`src/rtl/noise_voice_ctrl.sv`:
```
`default_nettype none
// ============================================================================
// Module      : noise_voice_ctrl
// Description : Noise-voice sequencer: note handshake, LFSR step strobe,
//               tick-based note timing, linear release and sample scaling.
// Revision    : 1.0 - initial release
// ============================================================================
module noise_voice_ctrl #(
    parameter int TICK_DIV = 4,
    parameter int PER_W    = 16,
    parameter int DUR_W    = 16
) (
    input  logic             clk,
    input  logic             reset_n,
    input  logic             cmd_valid,
    output logic             cmd_ready,
    input  logic [PER_W-1:0] cmd_period,
    input  logic [3:0]       cmd_volume,
    input  logic [DUR_W-1:0] cmd_duration,
    input  logic             cmd_release,
    input  logic             stop,
    input  logic [7:0]       noise_in,
    output logic             noise_step,
    output logic [7:0]       audio_out,
    output logic             busy,
    output logic             done
);

    localparam int PRE_W = (TICK_DIV > 1) ? $clog2(TICK_DIV) : 1;
    localparam logic [PRE_W-1:0] PRE_MAX = PRE_W'(TICK_DIV - 1);

    localparam logic [1:0] IDLE    = 2'd0;
    localparam logic [1:0] PLAY    = 2'd1;
    localparam logic [1:0] RELEASE = 2'd2;

    logic [1:0]       state_q, state_d;
    logic [PER_W-1:0] per_q, per_d;
    logic [PER_W-1:0] pcnt_q, pcnt_d;
    logic [DUR_W-1:0] dur_q, dur_d;
    logic [PRE_W-1:0] pre_q, pre_d;
    logic [3:0]       vol_q, vol_d;
    logic             rel_q, rel_d;
    logic             done_q, done_d;
    logic [7:0]       audio_q, audio_d;

    logic              tick;
    logic signed [8:0]  centered;
    logic signed [13:0] product;
    logic signed [13:0] shifted;

    assign tick       = (pre_q == '0);
    assign cmd_ready  = (state_q == IDLE);
    assign busy       = (state_q != IDLE);
    assign noise_step = busy && (pcnt_q == '0);
    assign done       = done_q;
    assign audio_out  = audio_q;

    always_comb begin
        state_d = state_q;
        per_d   = per_q;
        pcnt_d  = pcnt_q;
        dur_d   = dur_q;
        pre_d   = pre_q;
        vol_d   = vol_q;
        rel_d   = rel_q;
        done_d  = 1'b0;
        case (state_q)
            IDLE: begin
                if (cmd_valid) begin
                    per_d  = cmd_period;
                    pcnt_d = cmd_period;
                    dur_d  = cmd_duration;
                    vol_d  = cmd_volume;
                    rel_d  = cmd_release;
                    pre_d  = PRE_MAX;
                    if (cmd_duration == '0) begin
                        done_d = 1'b1;
                    end else begin
                        state_d = PLAY;
                    end
                end
            end
            PLAY, RELEASE: begin
                pcnt_d = (pcnt_q == '0) ? per_q : pcnt_q - 1'b1;
                pre_d  = tick ? PRE_MAX : pre_q - 1'b1;
                if (stop) begin
                    state_d = IDLE;
                    done_d  = 1'b1;
                end else if (tick && state_q == PLAY) begin
                    dur_d = dur_q - 1'b1;
                    if (dur_q == DUR_W'(1)) begin
                        if (rel_q && vol_q != 4'd0) begin
                            state_d = RELEASE;
                        end else begin
                            state_d = IDLE;
                            done_d  = 1'b1;
                        end
                    end
                end else if (tick) begin
                    // Volume held for one full tick after sustain before first decrement
                    vol_d = vol_q - 1'b1;
                    if (vol_q == 4'd1) begin
                        state_d = IDLE;
                        done_d  = 1'b1;
                    end
                end
            end
            default: state_d = IDLE;
        endcase
    end

    // Scale against the next-cycle volume/state so audio tracks the visible state
    always_comb begin
        centered = $signed({1'b0, noise_in}) - 9'sd128;
        product  = centered * $signed({1'b0, vol_d});
        shifted  = product >>> 4;
        audio_d  = (state_d == IDLE) ? 8'h80 : 8'(14'sd128 + shifted);
    end

    always_ff @(posedge clk or negedge reset_n) begin
        if (!reset_n) begin
            state_q <= IDLE;
            per_q   <= '0;
            pcnt_q  <= '0;
            dur_q   <= '0;
            pre_q   <= '0;
            vol_q   <= '0;
            rel_q   <= 1'b0;
            done_q  <= 1'b0;
            audio_q <= 8'h80;
        end else begin
            state_q <= state_d;
            per_q   <= per_d;
            pcnt_q  <= pcnt_d;
            dur_q   <= dur_d;
            pre_q   <= pre_d;
            vol_q   <= vol_d;
            rel_q   <= rel_d;
            done_q  <= done_d;
            audio_q <= audio_d;
        end
    end

endmodule
`default_nettype wire

```
`config.mk`:
```
export PLATFORM = sky130hd
export DESIGN_NAME = noise_voice_ctrl
export DESIGN_NICKNAME = d
export VERILOG_FILES = /design/src/rtl/noise_voice_ctrl.sv
export SDC_FILE = /design/constraint.sdc
export NUM_CORES = 1
export LEC_CHECK = 0
export CAP_MARGIN = 20
export CORE_UTILIZATION = 50
export CTS_CLUSTER_DIAMETER = 30
export DETAILED_ROUTE_END_ITERATION = 6
export GPL_TIMING_DRIVEN = 1
export HOLD_SLACK_MARGIN = 0.08
export PLACE_DENSITY = 0.7
export REMOVE_ABC_BUFFERS = 1
export SYNTH_ARGS = -nofsm -noshare
export SYNTH_HDL_FRONTEND = slang
export SYNTH_SLANG_ARGS = --single-unit
```
`constraint.sdc`:
```
create_clock -name clk -period 6.45 [get_ports clk]
set_input_delay 0.9675 -clock clk [delete_from_list [all_inputs] [get_ports clk]]
set_output_delay 0.9675 -clock clk [all_outputs]
set_load 0.01 [all_outputs]
```
; Word level (Yosys, flattened, before mapping)
; Index checks and enable logic that the tools add are counted.
; W data, S select, Z words.
[classes]
n_mul = 1
n_addsub = 6
muxes = 34
n_reduce_logical = 15
n_eq_ne = 7
[ops]
columns = op, count
row1 = $mux W16, 5
row2 = $pmux W16 S2, 2
row3 = $logic_not A16 Y1, 2
row4 = $sub A16 B1 Y16 const B, 2
row5 = $mux W2, 10
row6 = $eq A16 B1 Y1 const B, 1
row7 = $mux W4, 4
row8 = $mul A9 B5 Y12, 1
row9 = $sub A8 B8 Y9 const B, 1
row10 = $add A8 B8 Y8 const A, 1
row11 = $mux W1, 8
row12 = $mux W8, 1
row13 = $pmux W2 S2, 2
row14 = $pmux W4 S2, 1
row15 = $logic_not A2 Y1, 3
row16 = $ne A2 B2 Y1 const B, 3
row17 = $eq A4 B1 Y1 const B, 1
row18 = $reduce_and A2 Y1, 2
row19 = $reduce_and A4 Y1, 1
row20 = $reduce_bool A2 Y1, 2
row21 = $reduce_bool A4 Y1, 1
row22 = $sub A4 B1 Y4 const B, 1
row23 = $logic_and A1 B1 Y1, 3
row24 = $eq A2 B1 Y1 const B, 1
row25 = other kinds (4), 4
[word_totals]
word_cells = 72
out_inout_bits = 12
input_bits = 49
reg_bits = 66

; Longest topological paths before layout
; Gate-level depths: netlist of the first run.
[logic_depth]
depth_word = 9
depth_mapped = 23

; Worst setup path before layout of the first run
; OpenSTA, ideal clock, no wires.
[synth_timing]
kind = input to register
startpoint = in stop
endpoint = reg audio_q[7], in the netlist audio_out[7]
setup_slack_ns = 1.309
path_buffers = 1
stages = 19
arrival_time_ns = 5.063
required_time_ns = 6.373
setup_ns = 0.077
path_cell_list = or3b_2 -> clkbuf_1 -> nor4_1 -> o21ai_0 -> a21oi_1 -> nor2b_1 -> ha_1 -> inv_1 -> fa_1 -> fa_1 -> inv_1 -> ha_1 -> a21o_1 -> a21oi_1 -> nor2_1 -> o21ai_0 -> nand3b_1 -> and3_1 -> o22ai_1
[synth_via]
elab_chain_cells = 5
word_cells_on_any_way = 8
cone_classes = add/sub: 1 / mul: 1 / mux: 5 / reduce/logical: 1
[synth_lines]
columns = element, line_no
row1 = start: declaration, 21  ; input logic stop,
row2 = $mux W4, 86  ; if (stop) begin
row3 = $pmux W4 S2, 67  ; case (state_q)
row4 = $mul A9 B5 Y12, 115  ; product = centered * $signed({1'b0, vol_d});
row5 = $add A8 B8 Y8, 117  ; audio_d = (state_d == IDLE) ? 8'h80 : 8'(14'sd128 + shifted);
row6 = $mux W8 *, 117
row7 = named net audio_d[7], 44  ; logic [7:0] audio_q, audio_d;
row8 = end signal: assignment, 140  ; audio_q <= audio_d;
row9 = end: declaration, 44
; The timed path passes the listed nets; every way through them passes the cells marked *.
; A chain may end at the register's enable or synchronous reset.

; Worst setup path after layout of the first run
; Same ends and word-level chain as after synthesis.

==> out/qor.csv, run 1 <==
stage,metric,value,unit
power,Int Pwr,1.466,mW
grt,vias in the first global route,4229,
clocking,total CTS buffers,9,
power,total power,2.774,mW
yosys,count of cell types in the netlist,61,
timing,period utilisation layout,88.06,%
critical_path,reg2reg end,audio_out[7]$_DFF_PN1_,
yosys,sequential area share after synthesis,33.58,%
critical_path,top fanout value on the critical path,6,
floorplan,row count,35,
yosys,async set-reset flop share out of synthesis,100.0,%
critical_path,crit path DAT,5.95,ns
placed_design,Placed Cells,774,
timing,Setup Skew,0.01375,ns
status,status,"finished, final reports clean",
timing,min cycle time layout,5.680,ns
layout,Non-Filler Instances,789,
placed_design,Placement Cell Area,5652,sq um
timing,setup TNS,0,ns
critical_path,Worst Setup End Kind,flop,
yosys,ys flop type,dfrtp_1,
clocking,H-Tree Level Count,3,
critical_path,R2R cell count,21,
grt,initial antenna violation count,0,
yosys,Synthesis Warnings,0,
min_path,Hold Crit Class,reg2reg,
clocking,Clock transition at path regs,0.07,ns
timing,Worst-Margin Slew,0.8651,ns
yosys,"Cell Area, Synth",4922,sq um
timing,Final Setup Violations,0,
min_path,hold_sp,per_q[0]$_DFFE_PN0P_,
detailed_routing,Final ANT Viol Nets,0,
placed_design,Port Buf Inserts,60,
grt,Congestion Overflow GR,0,
yosys,number of synthesized register bits,66,
clocking,clock sinks,66,
timing,RSZ-0062 raised after global routing,no,
yosys,Post-Syn Area per Cell,8.163,sq um
detailed_routing,DR vias/cell,5.570,
power,Worst IR Drop VDD,0.0001970,V
yosys,Mapped Cells,603,
timing,Slew Limit Fails,0,
detailed_routing,wire per inst,14.98,microns
power,Sw Pwr,1.308,mW
detailed_routing,DRT Wirelength,11820,microns
detailed_routing,DRC Markers,0,
placed_design,HPWL Detailed,8579,microns
power,switching fraction of total power,47.15,%
clocking,"Setup Fix Bufs, Post-CTS",0,
critical_path,Startpoint Class,input port,
floorplan,Die Height,101.2,microns
power,Logic pwr share,60.6,%
clocking,TritonCTS clock tree,done,
layout,layout cells sized above 1,6.061,%
yosys,largest area contributor in the synthesized netlist,dfrtp_1,
placed_design,Placer Congestion,0.9181,
layout,ant diodes,0,
critical_path,worst reg2reg setup slack,0.88,ns
layout,nets@finish,749,
floorplan,core area,9371,sq um
floorplan,Die X,101.2,microns
yosys,"top cells by area, synth","dfrtp_1 (33%), ha_1 (7.4%), nand2_1 (7.0%)",
layout,Filler cells,862,
yosys,"EDFF count, synth",0,
timing,final hold violations,0,
floorplan,io pins,61,
detailed_routing,detailed router's first-iteration violation count,204,
power,Reg power frac,28.1,%
floorplan,Total Die Area,10250,sq um
min_path,WHS Endpoint,per_q[0]$_DFFE_PN0P_,
run,max_cap viols,0,
yosys,Synth top area share,33.05,%
clocking,CTS Buffer Depth,2,
detailed_routing,drt pass-1 iters,6,
timing,fmax,176.1,MHz
layout,cell area after layout,5821,sq um
min_path,hold depth,2,
power,clock power share,11.2,%
power,Lkg Pwr,2.583,nW
clocking,root buf cell,clkbuf_8,
detailed_routing,via count,4395,
timing,relative slew slack,42.29,%
critical_path,CP Data Required Time,6.72,ns
clocking,CTS resizes,0,
power,Pwr Density,476.6,nW/um^2
critical_path,Crit Path Category,in2reg,
grt,largest net degree at the start of global routing,67,
layout,area grow syn2layout,18.25,%
critical_path,worst flop-to-flop path startpoint,state_q[0]$_DFF_PN0_,
grt,GRT Resource Usage Total,24.68,%
timing,minimum hold slack,0.4752,ns
grt,first-pass GRT wire length,19820,microns
floorplan,Initial Util,52.52,%
clocking,CTS Hold Bufs,0,
clocking,Skew-Pair Late Insertion Delay,0.35,ns
==> worst max path at each step <==
| stage | startpoint | to | slack (ns) | cells past startpoint |
|---|---|---|---|---|
| final | stop | audio_out[7]$_DFF_PN1_ | 0.77 | 19 |
| after CTS | stop | audio_out[7]$_DFF_PN1_ | 0.80 | 19 |
| after global routing | stop | audio_out[7]$_DFF_PN1_ | 0.40 | 19 |
| after floorplan | state_q[0]$_DFF_PN0_ | audio_out[7]$_DFF_PN1_ | 0.38 | 20 |
| after detailed placement | stop | audio_out[7]$_DFF_PN1_ | 0.44 | 19 |
| after global placement | stop | audio_out[7]$_DFF_PN1_ | 0.66 | 19 |
==> flip-flops by register name, summed over array words and instances (netlist names) <==
name       count
done           1
state_q        2
pre_q          2
per_q         16
audio_out      8
rel_q          1
dur_q         16
vol_q          4
pcnt_q        16
==> critical path, cell delays in order <==
cell             delay, ns
clkdlybuf4s50_1       0.48
or3b_2                0.55
nor4_1                0.19
o21ai_0               0.11
a21oi_1               0.49
nor2b_1               0.13
ha_1                  0.30
inv_1                 0.05
fa_1                  0.50
fa_1                  0.54
inv_1                 0.04
ha_1                  0.33
a21o_1                0.22
a21oi_1               0.32
nor2_1                0.08
o21ai_0               0.21
nand3b_1              0.13
and3_1                0.20
o22ai_1               0.10
==> Yosys cell counts, drive strengths merged (4+ instances only) <==
master,instances
nand2,92
dfrtp,65
nor2,63
inv,51
a21oi,47
o21ai,32
ha,29
clkbuf,24
nor3,18
and2,16
fa,15
xnor2,15
a31oi,12
nor2b,10
nand3,9
mux2i,8
nand4,7
nor4,7
or3,7
o211ai,5
xor2,5
a211oi,4
and3,4
nand2b,4
o21a,4
o22ai,4
or4,4
==> power by group through the flow <==
| stage | Sequential, mW | Combinational [mW] | Clock [mW] |
|---|---|---|---|
| 2_1_floorplan | 0.749 | 1.25 | 0 |
| 3_3_place_gp | 0.773 | 1.63 | 0 |
| 3_5_place_dp | 0.781 | 1.68 | 0 |
| 4_1_cts | 0.778 | 1.69 | 0.319 |
| 5_1_grt | 0.808 | 1.91 | 0.334 |
| 6_report | 0.780 | 1.68 | 0.312 |
==> cell type report <==
cell class                 count  area, sq um  share of cell area [%]
timing repair buffer          69        663.1                   11.39
sequential                    66         1653                   28.40
tap                          129        161.4                   2.773
inverter                      52        195.2                   3.353
clock inverter                 5        31.28                  0.5374
clock buffer                  10        137.6                   2.365
multi-input combinational    458         2979                   51.18
==> metrics by stage <==
stage          worst slack, ns  util, %
6_report                0.7700    62.11
5_1_grt                 0.4012    62.11
4_1_cts                 0.7974    62.11
3_5_place_dp            0.4362    60.31
3_3_place_gp            0.6604    60.31
2_1_floorplan           0.3804        -
==> layout by cell type (no fill, tap or decap), types with 9 or more instances in the layout <==
cell,n
dfrtp_1,65
nor2_1,63
fa_1,15
buf_4,9
nor2b_1,10
nand2_1,92
inv_1,51
a31oi_1,12
and2_1,15
clkdlybuf4s50_1,59
o21ai_0,30
nor3_1,18
clkbuf_8,10
ha_1,28
nand3_1,9
xnor2_1,15
a21oi_1,47
==> logic make-up after synthesis <==
logic type | count (synthesis) | share of synthesized area (%)
and+or+nand+nor | 255 | 25.24
AOI/OAI and AO/OA | 131 | 16.50
buffers and inverters | 79 | 6.024
DFF | 66 | 33.58
adders and majority gates | 44 | 13.47
xor gates and xnor gates | 20 | 3.559
muxes | 8 | 1.627
==> per-layer routing <==
| metal | up-vias | wire [microns] | GRT usage [%] |
|---|---|---|---|
| met5 | - | 0 | 0 |
| met4 | 0 | 206 | 7.915 |
| met3 | 22 | 617 | 5.107 |
| met2 | 139 | 5689 | 40.82 |
| met1 | 2065 | 5308 | 32.51 |
| li1 | 2169 | - | - |
(Power assumes the default switching activity.)
==> inputs of run 2 (changes only) <==
--- a/config.mk
+++ b/config.mk
@@ -13,6 +13,7 @@
 export HOLD_SLACK_MARGIN = 0.08
 export PLACE_DENSITY = 0.7
 export REMOVE_ABC_BUFFERS = 1
+export SLEW_MARGIN = 10
 export SYNTH_ARGS = -nofsm -noshare
 export SYNTH_HDL_FRONTEND = slang
 export SYNTH_SLANG_ARGS = --single-unit
==> results of run 2 <==
No change in the layout: final DEF, timing and power equal those of run 1.
==> inputs of run 3 (changes only) <==
--- a/config.mk
+++ b/config.mk
@@ -10,7 +10,7 @@
 export CTS_CLUSTER_DIAMETER = 30
 export DETAILED_ROUTE_END_ITERATION = 6
 export GPL_TIMING_DRIVEN = 1
-export HOLD_SLACK_MARGIN = 0.08
+export HOLD_SLACK_MARGIN = 0.1
 export PLACE_DENSITY = 0.7
 export REMOVE_ABC_BUFFERS = 1
 export SLEW_MARGIN = 10
==> results of run 3 <==
No change in the layout: final DEF, timing and power equal those of run 1.
